[config.mk]
export PLATFORM = sky130hd
export DESIGN_NAME = cdc_debounce
export DESIGN_NICKNAME = d
export VERILOG_FILES = /design/src/rtl/cdc_debounce.sv
export SDC_FILE = /design/constraint.sdc
export NUM_CORES = 1
export LEC_CHECK = 0
export ABC_AREA = 1
export CORE_MARGIN = 4
export CORE_UTILIZATION = 44
export CTS_CLUSTER_SIZE = 20
export DETAILED_ROUTE_END_ITERATION = 6
export PLACE_DENSITY_LB_ADDON = 0.3
export SLEW_MARGIN = 20
export SYNTH_ARGS = -nofsm -noshare
export SYNTH_HDL_FRONTEND = slang
export SYNTH_SLANG_ARGS = --single-unit
[constraint.sdc]
create_clock -name clk -period 1.3 [get_ports clk]
set_clock_uncertainty 0.1 [all_clocks]
set_input_delay 0.195 -clock clk [delete_from_list [all_inputs] [get_ports clk]]
set_output_delay 0.195 -clock clk [all_outputs]
set_load 0.01 [all_outputs]
[src/rtl/cdc_debounce.sv]
// cdc_debounce: qualifies an already-synchronized level over STABLE samples,
// producing a clean level, one-cycle edge strobes and a saturating rise count.
module cdc_debounce #(
  parameter int STABLE = 4,
  parameter int EW     = 8
) (
  input  logic          clk,
  input  logic          aresetn,
  input  logic          in,
  input  logic          clr,
  output logic          out,
  output logic          rise,
  output logic          fall,
  output logic [EW-1:0] count
);

  localparam int CW = (STABLE < 1) ? 1 : $clog2(STABLE + 1);
  localparam logic [CW-1:0] LAST = CW'(STABLE - 1);
  localparam logic [CW-1:0] ONE_C = CW'(1);
  localparam logic [EW-1:0] CMAX = '1;
  localparam logic [EW-1:0] ONE_E = EW'(1);

  if (STABLE < 1) begin : g_bad_stable
    $fatal(1, "cdc_debounce: STABLE must be >= 1");
  end
  if (EW < 1) begin : g_bad_ew
    $fatal(1, "cdc_debounce: EW must be >= 1");
  end

  typedef enum logic [1:0] {
    LOW,
    QUAL_HI,
    HIGH,
    QUAL_LO
  } state_t;

  state_t        state_q;
  state_t        state_d;
  logic [CW-1:0] cnt_q;
  logic [CW-1:0] cnt_d;
  logic          rise_d;
  logic          fall_d;
  logic          out_d;
  logic [EW-1:0] count_d;

  always_ff @(posedge clk or negedge aresetn) begin
    if (!aresetn) begin
      state_q <= LOW;
      cnt_q   <= '0;
    end else begin
      state_q <= state_d;
      cnt_q   <= cnt_d;
    end
  end

  always_comb begin
    state_d = state_q;
    cnt_d   = cnt_q;
    rise_d  = 1'b0;
    fall_d  = 1'b0;
    unique case (state_q)
      LOW: begin
        if (in) begin
          if (STABLE == 1) begin
            state_d = HIGH;
            cnt_d   = '0;
            rise_d  = 1'b1;
          end else begin
            state_d = QUAL_HI;
            cnt_d   = ONE_C;
          end
        end
      end
      QUAL_HI: begin
        if (!in) begin
          state_d = LOW;
          cnt_d   = '0;
        end else if (cnt_q == LAST) begin
          state_d = HIGH;
          cnt_d   = '0;
          rise_d  = 1'b1;
        end else begin
          cnt_d = cnt_q + ONE_C;
        end
      end
      HIGH: begin
        if (!in) begin
          if (STABLE == 1) begin
            state_d = LOW;
            cnt_d   = '0;
            fall_d  = 1'b1;
          end else begin
            state_d = QUAL_LO;
            cnt_d   = ONE_C;
          end
        end
      end
      QUAL_LO: begin
        if (in) begin
          state_d = HIGH;
          cnt_d   = '0;
        end else if (cnt_q == LAST) begin
          state_d = LOW;
          cnt_d   = '0;
          fall_d  = 1'b1;
        end else begin
          cnt_d = cnt_q + ONE_C;
        end
      end
      default: begin
        state_d = LOW;
        cnt_d   = '0;
      end
    endcase
  end

  // Output level follows the accepted side, so it is a function of next state.
  always_comb begin
    out_d = (state_d == HIGH) || (state_d == QUAL_LO);
  end

  // A clear coinciding with a rise keeps that rise as the first event.
  always_comb begin
    count_d = count;
    if (clr) begin
      count_d = rise_d ? ONE_E : '0;
    end else if (rise_d && (count != CMAX)) begin
      count_d = count + ONE_E;
    end
  end

  always_ff @(posedge clk or negedge aresetn) begin
    if (!aresetn) begin
      out   <= 1'b0;
      rise  <= 1'b0;
      fall  <= 1'b0;
      count <= '0;
    end else begin
      out   <= out_d;
      rise  <= rise_d;
      fall  <= fall_d;
      count <= count_d;
    end
  end

endmodule
==> implementation parameters, run 1 <==
Parameter                              Value

Synth
  Seq/Total Area, Yosys    47.54%
  Net count of the mapped netlist    103
  Area of the mapped netlist    789.5 sq um
  Mean cell area of the mapped netlist    8.139 sq um
  Cell types with the largest area share after synthesis    sky130_fd_sc_hd__dfrtp_1 48%, sky130_fd_sc_hd__nand2_1 14%, sky130_fd_sc_hd__inv_1 5.7%, sky130_fd_sc_hd__nand3_1 3.8%, sky130_fd_sc_hd__nor2_1 3.3%
  Gate count of the mapped netlist    97
  #FFs+latches synth    15
  Unique masters post-synth    22
  Yosys Warn Count    0
  Library cell occupying the most area in the post-synthesis netlist    sky130_fd_sc_hd__dfrtp_1
  Top cell type's share of synthesized area    47.54%

Setup path
  Worst reg2reg startpoint    count[0]
  Required time of the critical path    1380 ps
  Crit path DAT    1480 ps
  Critical Path Fanout Max    4
  Worst reg2reg endpoint    count[0]
  Critical Path Sink Type    flop
  Critical Path Start Type    flop
  Crit path kind    flop to flop
  Worst Reg-to-Reg Cells    9
  Worst reg-to-reg setup slack    -100 ps

Job
  # Max-Cap Violations    0

Power and ir drop
  Share of total power in combinational logic    35.9%
  Pwr/cell area    1143 nW/um^2
  Max rail drop VDD    0.001027 V
  Reported leakage power    0.6281 nW
  Post-layout total power    1.348 mW
  Net switching power figure    0.4608 mW
  Internal power of the cells    0.8876 mW
  Clk network pwr share    20.7%
  Switching Share    34.17%
  Part of the power in registers    43.3%

Layout
  # diodes    0
  Share of layout cells above drive strength 1    32.84%
  Post-layout nets    141
  Synth-to-layout area growth    49.45%
  Top library cells by usage in the layout, fill and taps aside    23 x sky130_fd_sc_hd__nand2_1, 17 x sky130_fd_sc_hd__buf_4, 15 x sky130_fd_sc_hd__dfrtp_1
  Finished Layout Cells    159
  Most common cell after layout, fill and taps aside    sky130_fd_sc_hd__nand2_1

STA
  Final Hold Viols    0
  Hold Slack    106.9 ps
  Sum of negative setup slack    -709.5 ps
  Max-slew headroom at the worst pin    84.78%
  Total of endpoints with negative setup slack in the final report    10
  Final worst slack    -96.85 ps
  Transition time at the pin with the least slew margin    227.5 ps
  Maximum clock frequency    715.9 MHz
  Min Tclk post-route    1397 ps
  Pins Over Slew Limit    0
  Unrepaired setup endpoints after global routing    true
  Period utilisation layout    107.4%

Place
  Total half-perimeter wirelength after legalization and detailed placement    1331 um
  Count of input and output buffers    14
  Placer Congestion    0.8499
  Post-Place Worst Slack    -205.8 ps
  Number of instances in the placed design    150

CTS
  CTS tree    built
  Clock root buffer master    sky130_fd_sc_hd__clkbuf_4
  Count of clock tree sinks    15
  CTS H-tree depth    1
  Clock Pin Slew Worst Setup and Hold Paths    100 ps
  CTS max path bufs    2
  Source-to-sink clock delay at the later pin of the worst-skew pair    290 ps
  TritonCTS Buffers    3

Route
  Routed WL per cell    11.87 um
  Number of DRC markers after the initial detailed-route iteration    17
  Number of optimization iterations in the first detailed-route pass    5
  Total via count after detailed routing    780
  Routed Antenna Nets    0
  Per-cell via count in the routed design    4.906
  DRC    0
  Wire length after detailed routing    1888 um

GRT
  Number of global-route vias before repair    746
  Total gr overflow    0
  Antenna violations before repair    0
  Global-route wire length before repair    3049 um
  GR Util All Layers    16.24%
  Pin count of the biggest net entering global routing    16

Run status
  Run status    complete, but fails checks
  Failing checks    setup timing

Floorplanning
  Chip Height    50.36 um
  Number of cell rows    15
  Die area    2536 sq um
  Core area    1708 sq um
  I/O Pins    15
  Effective utilization at floorplan    46.23%
  X dimension of the die    50.36 um

Worst hold path
  Type of the worst min-delay path    input pin to async pin
==> critical path, cell delays in order (launching register included) <==
cell                      delay [ps]
sky130_fd_sc_hd__dfrtp_1         380
sky130_fd_sc_hd__buf_6           110
sky130_fd_sc_hd__ha_4            140
sky130_fd_sc_hd__nand2_4          50
sky130_fd_sc_hd__nor2_2           80
sky130_fd_sc_hd__nand2_2          60
sky130_fd_sc_hd__nand2_4          80
sky130_fd_sc_hd__inv_2            60
sky130_fd_sc_hd__a21oi_1         160
sky130_fd_sc_hd__nand2_2          60
==> how the worst max path moves through the flow <==
stage	depth (start not counted)	slack, ps	startpoint	endpoint
after floorplan	9	-60	count[0]	count[0]
after global placement	8	-180	in	count[0]
after detailed placement	8	-210	in	count[3]
after CTS	10	-80	count[0]	count[3]
after global routing	10	-170	count[0]	count[4]
final	9	-100	count[0]	count[0]
==> final cells by class <==
cell class / count / area, sq um
sequential: 15 / 375.4
clock buffer: 3 / 22.52
clock inverter: 1 / 5.005
multi-input combinational: 68 / 401.6
fill: 136 / 528.0
timing repair buffer: 33 / 286.5
inverter: 14 / 57.56
tap: 25 / 31.28
==> sequential cells by signal, indices dropped and copies added, names as in the netlist <==
name and flops:
cnt_q 3, count 8, fall 1, out 1, rise 1, state_q 1
==> cells by family (layout without fill, tap and decap cells) <==
| family | Yosys count | in the layout | synth area share [%] |
|---|---|---|---|
| and+or+nand+nor | 54 | 54 | 32.96 |
| DFF | 15 | 15 | 47.54 |
| buffers and inverters | 14 | 51 | 7.289 |
| AOI/OAI and AO/OA | 10 | 10 | 6.814 |
| adders and majority gates | 2 | 2 | 3.169 |
| xor gates and xnor gates | 2 | 2 | 2.219 |
==> routing by layer <==
metal	routed length, um	track usage, %	up-vias	share of wire (%)
met5	0	0	-	0
met4	50	8.520	0	2.6
met3	85	3.561	7	4.5
met2	940	27.61	32	50
met1	812	18.98	358	43
li1	-	-	383	-
==> power by group through the flow <==
stage	logic (mW)	clock network, mW	registers, mW
finish	0.485	0.279	0.585
global route	0.549	0.302	0.596
CTS	0.442	0.282	0.583
detailed placement	0.397	0	0.601
global placement	0.381	0	0.593
floorplan	0.198	0	0.603
==> metrics by stage <==
stage | instance area (sq um) | util, %
finish | 1180 | 69.08
global placement | 1066 | 62.42
floorplan | 789.5 | -
CTS | 1135 | 66.45
detailed placement | 1066 | 62.42
global route | 1180 | 69.08
==> what timing repair did <==
action / 4_1_cts / 5_1_grt
setup buffers: 4 / 2
endpoints found under the setup margin: 19 / 16
pin swaps: 2 / 2
hold buffers: 0 / 0
gates resized for setup: 24 / 13
==> cell usage after synthesis <==
master / count
sky130_fd_sc_hd__clkinv_4: 1
sky130_fd_sc_hd__nor2_4: 2
sky130_fd_sc_hd__nand3b_1: 1
sky130_fd_sc_hd__nand2_1: 30
sky130_fd_sc_hd__o21ai_1: 1
sky130_fd_sc_hd__xnor2_1: 1
sky130_fd_sc_hd__ha_1: 2
sky130_fd_sc_hd__nand3_2: 1
sky130_fd_sc_hd__nor3_1: 2
sky130_fd_sc_hd__dfrtp_1: 15
sky130_fd_sc_hd__o21ai_0: 3
sky130_fd_sc_hd__a21o_1: 1
sky130_fd_sc_hd__inv_2: 1
sky130_fd_sc_hd__a21oi_1: 4
sky130_fd_sc_hd__xor2_1: 1
sky130_fd_sc_hd__o22ai_1: 1
sky130_fd_sc_hd__nand2_2: 1
sky130_fd_sc_hd__nor2_1: 7
sky130_fd_sc_hd__nand3_1: 6
sky130_fd_sc_hd__nand2_4: 2
sky130_fd_sc_hd__nand4_1: 2
sky130_fd_sc_hd__inv_1: 12
Power figures use the tool's default switching activity.
==> run 2: changes to the inputs <==
- RECOVER_POWER: unset -> 50
==> run 2 against run 1 <==
The run still ends with setup timing left. Combinational power is essentially flat. Critical path depth unchanged. Sequential share of layout area increased by 0.10 points. Fmax did not move. Die area unchanged. Utilization fell by 0.22 points.
==> implementation parameters, run 2 (same netlist as run 1, synthesis figures left out) <==
Parameter                              Value

STA
  Hold Slack    319.8 ps (+212.9 ps)
  Maximum clock frequency    715.9 MHz (unchanged)
  Unrepaired setup endpoints after global routing    true
  Pins Over Slew Limit    0 (unchanged)
  Final worst slack    -96.85 ps (unchanged)
  Total of endpoints with negative setup slack in the final report    10 (unchanged)
  Transition time at the pin with the least slew margin    798.6 ps (+571.1 ps)
  Final Hold Viols    0 (unchanged)
  Min Tclk post-route    1397 ps (unchanged)
  Max-slew headroom at the worst pin    46.76% (-38 points)
  Period utilisation layout    107.4% (unchanged)

Power and ir drop
  Reported leakage power    0.6245 nW (-0.58%)
  Net switching power figure    0.4607 mW (about the same)
  Share of total power in combinational logic    35.9% (about the same)
  Part of the power in registers    43.4% (about the same)
  Clk network pwr share    20.7% (about the same)
  Internal power of the cells    0.8861 mW (-0.16%)
  Switching Share    34.21% (about the same)
  Pwr/cell area    1145 nW/um^2 (+0.21%)
  Max rail drop VDD    0.001027 V (about the same)

GRT
  Total gr overflow    0 (unchanged)
  GR Util All Layers    16.24% (unchanged)
  Antenna violations before repair    0 (unchanged)
  Global-route wire length before repair    3049 um (unchanged)
  Pin count of the biggest net entering global routing    16 (unchanged)
  Number of global-route vias before repair    746 (unchanged)

CTS
  Source-to-sink clock delay at the later pin of the worst-skew pair    290 ps (about the same)
  TritonCTS Buffers    3 (unchanged)
  Count of clock tree sinks    15 (unchanged)
  CTS tree    built
  CTS max path bufs    2 (unchanged)
  Clock root buffer master    sky130_fd_sc_hd__clkbuf_4
  CTS H-tree depth    1 (unchanged)
  Clock Pin Slew Worst Setup and Hold Paths    100 ps (about the same)

Route
  DRC    0 (unchanged)
  Routed WL per cell    11.86 um (-0.11%)
  Number of DRC markers after the initial detailed-route iteration    17 (unchanged)
  Routed Antenna Nets    0 (unchanged)
  Wire length after detailed routing    1886 um (-0.11%)
  Total via count after detailed routing    780 (unchanged)
  Per-cell via count in the routed design    4.906 (unchanged)
  Number of optimization iterations in the first detailed-route pass    5 (unchanged)

Setup path
  Crit path launch    count[0]
  Crit path kind    flop to flop
  Worst reg2reg endpoint    count[0]
  Critical Path Fanout Max    4 (unchanged)
  Crit path DAT    1480 ps (about the same)
  Worst Reg-to-Reg Cells    9 (unchanged)
  Critical Path Sink Type    flop
  Worst reg2reg startpoint    count[0]
  Critical Path Sink    count[0]
  Worst reg-to-reg setup slack    -100 ps (about the same)
  Critical Path Start Type    flop
  Required time of the critical path    1380 ps (about the same)

Job
  # Max-Cap Violations    0 (unchanged)

Floorplanning
  Number of cell rows    15 (unchanged)
  I/O Pins    15 (unchanged)
  Die area    2536 sq um (unchanged)
  Effective utilization at floorplan    46.23% (unchanged)
  Chip Height    50.36 um (unchanged)
  Core area    1708 sq um (unchanged)
  X dimension of the die    50.36 um (unchanged)

Layout
  Most flop-heavy register    count
  Top library cells by usage in the layout, fill and taps aside    23 x sky130_fd_sc_hd__nand2_1, 16 x sky130_fd_sc_hd__buf_4, 15 x sky130_fd_sc_hd__dfrtp_1
  Post-route cell area    1176 sq um (-0.32%)
  Synth-to-layout area growth    48.97%
  Most common cell after layout, fill and taps aside    sky130_fd_sc_hd__nand2_1
  Share of layout cells above drive strength 1    32.09% (-0.75 points)
  Post-layout nets    141 (unchanged)
  Biggest registers after layout    count: 8 flops, cnt_q: 3 flops
  Number of flip-flops in the largest register    8 (unchanged)
  # diodes    0 (unchanged)

Place
  Post-Place Worst Slack    -205.8 ps (unchanged)
  Total placed instance area    1066 sq um (unchanged)
  Total half-perimeter wirelength after legalization and detailed placement    1331 um (unchanged)
  Count of input and output buffers    14 (unchanged)
  Placer Congestion    0.8499 (unchanged)

Run status
  Run status    complete, but fails checks
  Failing checks    setup timing

Worst hold path
  Type of the worst min-delay path    input pin to async pin
run 2: routing by layer:
layer,vias to the layer above,track usage (%),share of wire [%]
met5,-,0,0
met2,32,27.61,50
met4,0,8.520,2.7
li1,383,-,-
met3,7,3.561,4.5
met1,358,18.98,43
run 2: worst max-delay path: stages, from the launching register on:
cell                      delay (ps)
sky130_fd_sc_hd__dfrtp_1         380
sky130_fd_sc_hd__buf_6           110
sky130_fd_sc_hd__ha_4            140
sky130_fd_sc_hd__nand2_4          50
sky130_fd_sc_hd__nor2_2           80
sky130_fd_sc_hd__nand2_2          60
sky130_fd_sc_hd__nand2_4          80
sky130_fd_sc_hd__inv_2            60
sky130_fd_sc_hd__a21oi_1         160
sky130_fd_sc_hd__nand2_2          60
run 2: area by class of cell:
type,count,area [sq um]
clock buffers,3,22.52
clock inverters,1,5.005
fillers,137,531.8
inverters,14,57.56
multi-input cells,68,401.6
flip-flops and latches,15,375.4
well taps,25,31.28
repair buffers,33,282.8
run 2: worst min path at each step:
| stage | slack [ps] | to | start | depth (start not counted) |
|---|---|---|---|---|
| 2_1_floorplan | -200 | cnt_q[0] | aresetn | 0 |
| 3_3_place_gp | 420 | out | out | 2 |
| 3_5_place_dp | 430 | count[7] | count[7] | 2 |
| 4_1_cts | 120 | count[6] | aresetn | 2 |
| 5_1_grt | 410 | cnt_q[2] | aresetn | 2 |
| 6_report | 320 | count[6] | aresetn | 2 |
run 2: per-stage QoR:
| stage | utilization [%] | total power [mW] | cells | setup TNS, ps |
|---|---|---|---|---|
| after global routing | 68.86 | 1.445 | 159 | -1404 |
| after detailed placement | 62.42 | 0.9983 | 150 | -1844 |
| after floorplan | - | 0.8009 | 97 | -351.1 |
| after CTS | 66.45 | 1.308 | 157 | -477.7 |
| after global placement | 62.42 | 0.9742 | 150 | -1618 |
| final | 68.86 | 1.347 | 159 | -709.5 |
run 2: what timing repair did:
| action | 4_1_cts | 5_1_grt |
|---|---|---|
| hold buffers | 0 | 0 |
| gates resized for setup | 24 | 13 |
| pin swaps | 2 | 2 |
| endpoints found under the setup margin | 19 | 16 |
| buffers inserted | 4 | 2 |
run 2: power by group through the flow:
stage	clock, mW	combinational (mW)	sequential [mW]
global route	0.302	0.547	0.596
CTS	0.282	0.442	0.583
finish	0.279	0.483	0.584
global placement	0	0.381	0.593
detailed placement	0	0.397	0.601
floorplan	0	0.198	0.603
